### config.mk
export PLATFORM = sky130hd
export DESIGN_NAME = prog_loader
export DESIGN_NICKNAME = d
export VERILOG_FILES = /design/src/rtl/prog_loader.sv
export SDC_FILE = /design/constraint.sdc
export NUM_CORES = 1
export LEC_CHECK = 0
export ABC_AREA = 0
export CAP_MARGIN = 20
export CORE_ASPECT_RATIO = 1.2
export CORE_UTILIZATION = 45
export CTS_BUF_LIST = sky130_fd_sc_hd__clkbuf_8
export CTS_CLUSTER_SIZE = 10
export DETAILED_ROUTE_END_ITERATION = 7
export GPL_TIMING_DRIVEN = 0
export PLACE_DENSITY_LB_ADDON = 0.1
export REMOVE_ABC_BUFFERS = 1
export SLEW_MARGIN = 20
export SYNTH_ARGS = -nofsm -noshare
export SYNTH_HDL_FRONTEND = slang
export SYNTH_SLANG_ARGS = --single-unit
### constraint.sdc
create_clock -name CLK -period 6.8 [get_ports CLK]
set_input_delay 1.36 -clock CLK [delete_from_list [all_inputs] [get_ports CLK]]
set_output_delay 1.36 -clock CLK [all_outputs]
set_load 0.05 [all_outputs]
### src/rtl/prog_loader.sv
// prog_loader: byte-stream program loader.
// Receives a framed program image (SYNC, 16-bit word count, hi/lo data bytes,
// checksum), writes each word into CPU memory and releases the CPU from reset
// only after the whole frame has been received with a good checksum.
module prog_loader #(
  parameter int         ADDR_WIDTH = 10,
  parameter int         RST_HOLD   = 16,
  parameter logic [7:0] SYNC       = 8'h4C
) (
  input  logic                  CLK,
  input  logic                  RST,
  input  logic [7:0]            rx_data,
  input  logic                  rx_valid,
  output logic                  rx_ready,
  output logic [ADDR_WIDTH-1:0] mem_addr,
  output logic [15:0]           mem_data,
  output logic                  mem_wr,
  output logic                  cpu_rst,
  output logic                  busy,
  output logic                  done,
  output logic                  err
);

  typedef enum logic [2:0] {
    S_RUN, S_LEN_HI, S_LEN_LO, S_DATA_HI, S_DATA_LO, S_CHECK, S_RELEASE, S_ERROR
  } state_t;

  // Memory depth in words; 17 bits so a 16-bit length can be compared safely.
  localparam logic [16:0] DEPTH  = 17'd1 << ADDR_WIDTH;
  localparam int          HOLD_W = $clog2(RST_HOLD + 1);

  state_t                  state_r;
  logic [15:0]             len_r;
  logic [7:0]              data_hi_r;
  logic [7:0]              sum_r;
  logic [16:0]             word_cnt_r;
  logic [HOLD_W-1:0]       hold_cnt_r;
  logic                    rx_ready_r;
  logic [ADDR_WIDTH-1:0]   mem_addr_r;
  logic [15:0]             mem_data_r;
  logic                    mem_wr_r;
  logic                    cpu_rst_r;
  logic                    busy_r;
  logic                    done_r;
  logic                    err_r;

  logic                    accept_s;
  logic [7:0]              sum_next_s;
  logic [15:0]             len_s;

  assign accept_s   = rx_valid & rx_ready_r;
  assign sum_next_s = sum_r + rx_data;
  assign len_s      = {len_r[15:8], rx_data};

  assign rx_ready = rx_ready_r;
  assign mem_addr = mem_addr_r;
  assign mem_data = mem_data_r;
  assign mem_wr   = mem_wr_r;
  assign cpu_rst  = cpu_rst_r;
  assign busy     = busy_r;
  assign done     = done_r;
  assign err      = err_r;

  // Frame-parsing FSM with all outputs registered alongside the state.
  always_ff @(posedge CLK) begin
    if (!RST) begin
      state_r    <= S_RUN;
      len_r      <= 16'h0000;
      data_hi_r  <= 8'h00;
      sum_r      <= 8'h00;
      word_cnt_r <= 17'd0;
      hold_cnt_r <= '0;
      rx_ready_r <= 1'b1;
      mem_addr_r <= '0;
      mem_data_r <= 16'h0000;
      mem_wr_r   <= 1'b0;
      cpu_rst_r  <= 1'b1;
      busy_r     <= 1'b0;
      done_r     <= 1'b0;
      err_r      <= 1'b0;
    end else begin
      mem_wr_r <= 1'b0;
      case (state_r)
        S_RUN, S_ERROR: begin
          // Non-SYNC bytes are swallowed; SYNC starts a fresh frame.
          if (accept_s && (rx_data == SYNC)) begin
            state_r    <= S_LEN_HI;
            sum_r      <= 8'h00;
            word_cnt_r <= 17'd0;
            done_r     <= 1'b0;
            err_r      <= 1'b0;
            busy_r     <= 1'b1;
            cpu_rst_r  <= 1'b0;
          end
        end
        S_LEN_HI: begin
          if (accept_s) begin
            len_r[15:8] <= rx_data;
            sum_r       <= sum_next_s;
            state_r     <= S_LEN_LO;
          end
        end
        S_LEN_LO: begin
          if (accept_s) begin
            len_r[7:0] <= rx_data;
            sum_r      <= sum_next_s;
            if ({1'b0, len_s} > DEPTH) begin
              // Image larger than memory: reject before any write.
              state_r <= S_ERROR;
              err_r   <= 1'b1;
              busy_r  <= 1'b0;
            end else if (len_s == 16'h0000) begin
              state_r <= S_CHECK;
            end else begin
              state_r <= S_DATA_HI;
            end
          end
        end
        S_DATA_HI: begin
          if (accept_s) begin
            data_hi_r <= rx_data;
            sum_r     <= sum_next_s;
            state_r   <= S_DATA_LO;
          end
        end
        S_DATA_LO: begin
          if (accept_s) begin
            sum_r      <= sum_next_s;
            mem_wr_r   <= 1'b1;
            mem_addr_r <= word_cnt_r[ADDR_WIDTH-1:0];
            mem_data_r <= {data_hi_r, rx_data};
            word_cnt_r <= word_cnt_r + 17'd1;
            if ((word_cnt_r + 17'd1) == {1'b0, len_r}) begin
              state_r <= S_CHECK;
            end else begin
              state_r <= S_DATA_HI;
            end
          end
        end
        S_CHECK: begin
          if (accept_s) begin
            if (sum_next_s == 8'h00) begin
              state_r    <= S_RELEASE;
              rx_ready_r <= 1'b0;
              hold_cnt_r <= '0;
            end else begin
              // Words already written stay in memory; CPU stays held.
              state_r <= S_ERROR;
              err_r   <= 1'b1;
              busy_r  <= 1'b0;
            end
          end
        end
        S_RELEASE: begin
          // CPU reset stays asserted for RST_HOLD cycles, then the CPU runs.
          if (hold_cnt_r == HOLD_W'(RST_HOLD - 1)) begin
            state_r    <= S_RUN;
            cpu_rst_r  <= 1'b1;
            done_r     <= 1'b1;
            busy_r     <= 1'b0;
            rx_ready_r <= 1'b1;
          end else begin
            hold_cnt_r <= hold_cnt_r + HOLD_W'(1);
          end
        end
        default: begin
          state_r    <= S_RUN;
          rx_ready_r <= 1'b1;
          cpu_rst_r  <= 1'b1;
          busy_r     <= 1'b0;
        end
      endcase
    end
  end

endmodule

Word level (Yosys, flattened, before mapping)
Cells that the tools add are included.
{"block": "word_totals", "reg_bits": 89, "latch_bits": 0, "ramBits": 0, "rom_bits": 0, "inputBits": 11, "out_inout_bits": 32, "word_cells": 108, "mem_count": 0}
{"block": "op_classes", "addsub": 3, "multipliers": 0, "n_div": 0, "n_lt_le_gt_ge": 1, "n_eq_ne": 22, "shift": 0, "n_mux": 41, "n_bitwise": 1, "reduce_logical": 25}
{"operator": "17-bit 2-to-1 mux", "count": 2}
{"operator": "17-bit case mux with 2 select lines", "count": 1}
{"operator": "3-bit 2-to-1 mux", "count": 10}
{"operator": "2-bit != test (second input constant)", "count": 11}
{"operator": "3-bit case mux with 7 select lines", "count": 1}
{"operator": "17-bit by 1-bit adder with 17-bit output (second input constant)", "count": 1}
{"operator": "17-bit by 16-bit equality test with 1-bit output", "count": 1}
{"operator": "16-bit by 11-bit greater-than comparator with 1-bit output (second input constant)", "count": 1}
{"operator": "16-bit logical NOT", "count": 1}
{"operator": "1-bit 2-to-1 mux", "count": 16}
{"operator": "8-bit 2-to-1 mux", "count": 2}
{"operator": "8-bit case mux with 2 select lines", "count": 1}
{"operator": "5-bit 2-to-1 mux", "count": 3}
{"operator": "7-bit AND reduction", "count": 2}
{"operator": "3-bit equality test (second input constant)", "count": 4}
{"operator": "5-bit case mux with 2 select lines", "count": 1}
{"operator": "2-bit AND reduction", "count": 5}
{"operator": "3-bit AND reduction", "count": 3}
{"operator": "8-bit adder", "count": 1}
{"operator": "8-bit by 7-bit equality test with 1-bit output (second input constant)", "count": 1}
{"operator": "8-bit logical NOT", "count": 1}
{"operator": "4-bit AND reduction", "count": 2}
{"operator": "2-bit nonzero test", "count": 4}
{"operator": "3-bit by 2-bit equality test with 1-bit output (second input constant)", "count": 2}
{"operator": "15 further kinds", "count": 16}

Longest topological paths before layout
{"block": "logic_depth", "ltp_word": 5, "ltp_mapped": 11, "ltp_nobuf": 10}

Worst setup path before layout
Ideal clock, no wire load.
{"block": "synth_path", "path_kind": "in2reg", "start": "input port rx_data[0]", "end": "register hold_cnt_r[4]", "setup_ns": 0.155, "t_arrival_ns": 3.473, "t_required_ns": 6.645, "setup_slack_ns": 3.172, "path_stages": 9, "path_buffers": 0, "path_cell_list": "ha_1 fa_1 a21o_1 a221o_1 a21oi_1 xnor2_1 nand3b_1 nor4_1 o32ai_1"}
{"block": "synth_via", "elab_chain_len": 4}
{"element": "start, declared", "line": "12", "source": "input logic [7:0] rx_data,"}
{"element": "8-bit adder", "line": "52", "source": "assign sum_next_s = sum_r + rx_data;"}
{"element": "8-bit logical NOT", "line": "142", "source": "if (sum_next_s == 8'h00) begin"}
{"element": "2-bit != test (no line)"}
{"element": "4-bit AND reduction (no line)"}
{"element": "end signal, assigned", "line": "163", "source": "hold_cnt_r <= hold_cnt_r + HOLD_W'(1);"}
{"element": "end, declared", "line": "37", "source": "logic [HOLD_W-1:0] hold_cnt_r;"}
No other way between the ends.
A chain may end at the register's enable or synchronous reset.

Worst setup path in the final report
Same ends and word-level chain as after synthesis.

==> impl_metrics.prom <==
# TYPE chip_impl_metric gauge
chip_impl_metric{name="dieArea",unit="sq um"} 10800
chip_impl_metric{name="drt_pass1_iterations",unit=""} 5
chip_impl_metric{name="numCtsBuffers",unit=""} 9
chip_impl_metric{name="timing.hold.ws",unit="ns"} 0.455
chip_impl_metric{name="power.ir.vdd_worst",unit="mV"} 0.106
chip_impl_metric{name="reg2regPathDepth",unit=""} 9
chip_impl_metric{name="setup-violations-final",unit=""} 0
chip_impl_metric{name="fin_crit_sh",unit="%"} 63.8
chip_impl_metric{name="postSynthRegisterBits",unit=""} 89
chip_impl_info{name="synth_area_leader_cell",value="dfxtp_1"} 1
chip_impl_metric{name="worstPathMaxFanout",unit=""} 6
chip_impl_metric{name="ys_warn_count",unit=""} 0
chip_impl_info{name="maxUsedRoutingLayer",value="met4"} 1
chip_impl_metric{name="fillerInstances",unit=""} 979
chip_impl_metric{name="route.final.wire_length",unit="um"} 11000
chip_impl_metric{name="clk_pin_slew",unit="ns"} 0.09
chip_impl_metric{name="vias_per_cell",unit=""} 5.66
chip_impl_metric{name="row_count",unit=""} 40
chip_impl_metric{name="post_cts_resize_count",unit=""} 0
chip_impl_metric{name="adder_cell_share_of_the_synthesized_area",unit="%"} 3.11
chip_impl_metric{name="synth_mux_area_share",unit="%"} 4.08
chip_impl_metric{name="detail_route.wirelength.met1",unit="um"} 5010
chip_impl_metric{name="timing.critical_path.arrival",unit="ns"} 4.55
chip_impl_metric{name="max_freq",unit="GHz"} 0.230
chip_impl_info{name="critical_path_end_type",value="register"} 1
chip_impl_metric{name="gpl.final_weighted_congestion",unit=""} 0.876
chip_impl_metric{name="crit_required",unit="ns"} 7.01
chip_impl_metric{name="synth_area_per_cell",unit="sq um"} 7.92
chip_impl_metric{name="wl_per_cell",unit="um"} 14.9
chip_impl_metric{name="synth_compound_area_share",unit="%"} 18.0
chip_impl_metric{name="synth-edff-count",unit=""} 0
chip_impl_metric{name="share_of_the_synthesized_netlist_area_taken_by_xor_and_xnor_gates",unit="%"} 4.89
chip_impl_metric{name="htree_levels",unit=""} 3
chip_impl_metric{name="met2_wirelength",unit="um"} 5310
chip_impl_info{name="outcome",value="completed"} 1
chip_impl_metric{name="worstMarginPinSlew",unit="ns"} 0.903
chip_impl_metric{name="drive_gt1_share",unit="%"} 5.42
chip_impl_metric{name="fp.coreArea",unit="sq um"} 10100
chip_impl_metric{name="final.setup.tns",unit="ns"} 0
chip_impl_metric{name="detailroute.wirelength.met3",unit="um"} 377
chip_impl_metric{name="setup.reg_to_reg.worst_slack",unit="ns"} 3.77
chip_impl_metric{name="share_of_total_power_consumed_by_net_switching",unit="%"} 27.5
chip_impl_info{name="synth_ff_type",value="dfxtp_1"} 1
chip_impl_metric{name="grt_antenna_before_repair",unit=""} 0
chip_impl_info{name="path_class",value="primary input to register"} 1
chip_impl_metric{name="nets",unit=""} 626
chip_impl_metric{name="worst_path_largest_cell_delay",unit="ns"} 0.71
chip_impl_info{name="grt_setup_unrepaired",value="no"} 1
chip_impl_metric{name="via_count_of_the_first_global_routing_pass",unit=""} 3885
chip_impl_info{name="cell_breakdown_of_the_critical_path",value="clkdlybuf4s50_1, ha_1, fa_1, a21o_1, a221o_1, a21oi_1, xnor2_1, nand3b_1, nor4_1, o32ai_1"} 1
chip_impl_metric{name="switching_component_of_the_power",unit="uW"} 279
chip_impl_metric{name="number_of_standard_cells_after_synthesis",unit=""} 588
chip_impl_metric{name="initial_utilization",unit="%"} 46.3
chip_impl_info{name="worstHoldPathType",value="register to register"} 1
chip_impl_metric{name="post-route-min-period",unit="ns"} 4.34
chip_impl_info{name="most_numerous_cell_in_the_yosys_netlist",value="dfxtp_1"} 1
chip_impl_metric{name="grt_first_pass_wirelength",unit="um"} 18500
chip_impl_metric{name="timing.final.max_slew_violations",unit=""} 0
chip_impl_metric{name="dpl_worst_slack",unit="ns"} 2.06
chip_impl_metric{name="die_h",unit="um"} 113
chip_impl_metric{name="postCtsSetupRepairBufs",unit=""} 0
chip_impl_metric{name="cts_num_sinks",unit=""} 89
chip_impl_metric{name="layout.core_utilization",unit="%"} 53.2
chip_impl_metric{name="area_of_the_mapped_netlist",unit="sq um"} 4660
chip_impl_metric{name="p_per_area",unit="nW/um^2"} 189
chip_impl_metric{name="largest_net_degree_at_the_start_of_global_routing",unit=""} 64
chip_impl_metric{name="insertedDiodeCount",unit=""} 0
chip_impl_metric{name="grt-ovfl-total",unit=""} 0
chip_impl_metric{name="power.internal",unit="uW"} 735
chip_impl_metric{name="route.vias.total",unit=""} 4159
chip_impl_metric{name="synth.lib_cells_used.distinct",unit=""} 60
chip_impl_metric{name="static-leakage-power",unit="nW"} 1.91
chip_impl_metric{name="worst_hold_path.num_cells",unit=""} 2
chip_impl_metric{name="die_width",unit="um"} 94.9
chip_impl_info{name="cp_slowest_cell",value="nor4_1"} 1
chip_impl_metric{name="numPortBuffers",unit=""} 42
chip_impl_metric{name="timing.max_slew.rel_slack",unit="%"} 39.2
chip_impl_metric{name="synth_top_area_share",unit="%"} 38.2
chip_impl_info{name="r2r_end",value="hold_cnt_r[4]"} 1
chip_impl_metric{name="seq_area_frac_synth",unit="%"} 38.2
chip_impl_metric{name="drtAntennaViolNets",unit=""} 0
chip_impl_metric{name="multi_input_area",unit="sq um"} 2670
chip_impl_metric{name="seqPwrFrac",unit="%"} 52.6
chip_impl_info{name="ys_top_cells_by_count",value="dfxtp_1, nand2_1, a21oi_1, nor2_1, nand3_1"} 1
chip_impl_info{name="min_delay_worst_endpoint",value="mem_addr[8]"} 1
chip_impl_info{name="cts_tree",value="yes"} 1
chip_impl_metric{name="synth_async_sr_flop_share",unit="%"} 0
chip_impl_metric{name="comb_power_share",unit="%"} 9.9
chip_impl_info{name="r2r-start",value="sum_r[0]"} 1
chip_impl_metric{name="fin_worst_skew",unit="ns"} 0.0131
chip_impl_metric{name="drv_cap",unit=""} 0
chip_impl_metric{name="count_of_boundary_i_o_pins",unit=""} 43
chip_impl_metric{name="clk_path_buf_depth",unit=""} 2
chip_impl_metric{name="cts-hold-fix-buffers",unit=""} 0
chip_impl_info{name="cts_root_buffer",value="clkbuf_8"} 1
chip_impl_metric{name="insertion_delay",unit="ns"} 0.37
chip_impl_metric{name="remaining_drc_errors",unit=""} 0
chip_impl_metric{name="hpwl",unit="um"} 7460
chip_impl_metric{name="power.share.clock",unit="%"} 37.5
chip_impl_info{name="post_synth_main_area_contributors",value="dfxtp_1, a21oi_1, nand2_1"} 1
chip_impl_metric{name="post_synth_and_or_nand_nor_area_fraction",unit="%"} 26.9
chip_impl_metric{name="flow.area_growth_from_synthesis",unit="%"} 14.9
chip_impl_info{name="start_kind",value="primary input"} 1
chip_impl_metric{name="detailedRoute.firstIterationViolations",unit=""} 220
chip_impl_metric{name="hold_violations",unit=""} 0
chip_impl_metric{name="detailed_place.area",unit="sq um"} 5150
chip_impl_metric{name="seq_area",unit="sq um"} 1780
chip_impl_info{name="synth_top_family_by_area",value="simple AND/OR/NAND/NOR gates"} 1
chip_impl_metric{name="finalInstanceArea",unit="sq um"} 5350
chip_impl_metric{name="timing.final.ws_setup",unit="ns"} 2.46
chip_impl_metric{name="grt_usage",unit="%"} 21.8
chip_impl_info{name="hold_path_startpoint",value="mem_addr[8]"} 1
-- kinds of logic (layout without fill, tap and decap cells) --
kind of cell | count (synthesis) | in the layout
buffers and inverters | 51 | 72
AND/OR/NAND/NOR | 249 | 249
XOR/XNOR | 26 | 26
adder cells (fa/ha/maj) | 11 | 11
multiplexers | 19 | 19
flip-flops | 89 | 89
AO/OA/AOI/OAI | 143 | 143
-- critical path, delay by kind of cell --
kind,cells,cell delay [ns]
simple gates,2,0.92
buf+inv,1,0.55
fa+ha+maj,2,0.72
compound gates,4,0.87
xor+xnor,1,0.14
-- final cells by class --
class,instances,share of cell area (%)
multi-input combinational,448,49.8
sequential,89,33.3
timing repair buffer,45,9.40
tap,126,2.95
clock buffer,9,2.31
clock inverter,7,1.45
inverter,11,0.818
-- sequential cells by signal, indices dropped and copies added, names as in the netlist --
name / flops
word_cnt_r: 17
len_r: 16
mem_data: 16
mem_addr: 10
data_hi_r: 8
sum_r: 8
hold_cnt_r: 5
state_r: 3
busy: 1
cpu_rst: 1
done: 1
err: 1
mem_wr: 1
rx_ready: 1
-- power groups by stage --
stage          logic [mW]  registers [mW]  clock network, mW
5_1_grt             0.108           0.535              0.413
6_report            0.100           0.533              0.380
3_3_place_gp       0.0964           0.545                  0
3_5_place_dp       0.0996           0.546                  0
4_1_cts             0.100           0.533              0.392
2_1_floorplan      0.0497           0.557                  0
-- worst max-delay path by stage --
stage               startpoint              to  slack [ns]  cells after the start
floorplan             rx_valid  word_cnt_r[10]        3.08                      6
global placement      rx_valid  word_cnt_r[16]        1.34                      7
detailed placement  rx_data[0]   hold_cnt_r[4]        2.06                     10
CTS                 rx_data[0]   hold_cnt_r[4]        2.44                     10
global route        rx_data[0]   hold_cnt_r[4]        2.16                     10
finish              rx_data[0]   hold_cnt_r[4]        2.46                     10
-- through the flow --
step / power (mW) / std cells
floorplan: 0.607 / 548
global placement: 0.642 / 716
detailed placement: 0.645 / 719
CTS: 1.03 / 735
global route: 1.06 / 735
finish: 1.01 / 735
-- cells in the final DEF (no fill, tap or decap), drive strengths merged, types with 3 or more instances in the layout --
| cell | instances |
|---|---|
| a21o | 9 |
| a21oi | 75 |
| a22oi | 3 |
| a31oi | 5 |
| and2 | 5 |
| and3 | 6 |
| buf | 3 |
| clkbuf | 9 |
| clkdlybuf4s50 | 42 |
| dfxtp | 89 |
| ha | 10 |
| inv | 15 |
| mux2i | 19 |
| nand2 | 81 |
| nand2b | 4 |
| nand3 | 33 |
| nand3b | 7 |
| nand4 | 6 |
| nor2 | 58 |
| nor2b | 5 |
| nor3 | 18 |
| nor3b | 3 |
| nor4 | 6 |
| o21ai | 26 |
| o32ai | 3 |
| or3 | 5 |
| or4 | 6 |
| xnor2 | 16 |
| xor2 | 10 |
-- per-layer routing --
layer  global-route usage [%]  vias to the layer above
met5                        0                        -
met4                     10.4                        0
met3                     2.60                       19
met2                     36.9                       86
met1                     27.2                     1942
li1                         -                     2112
(Power assumes the default switching activity.)
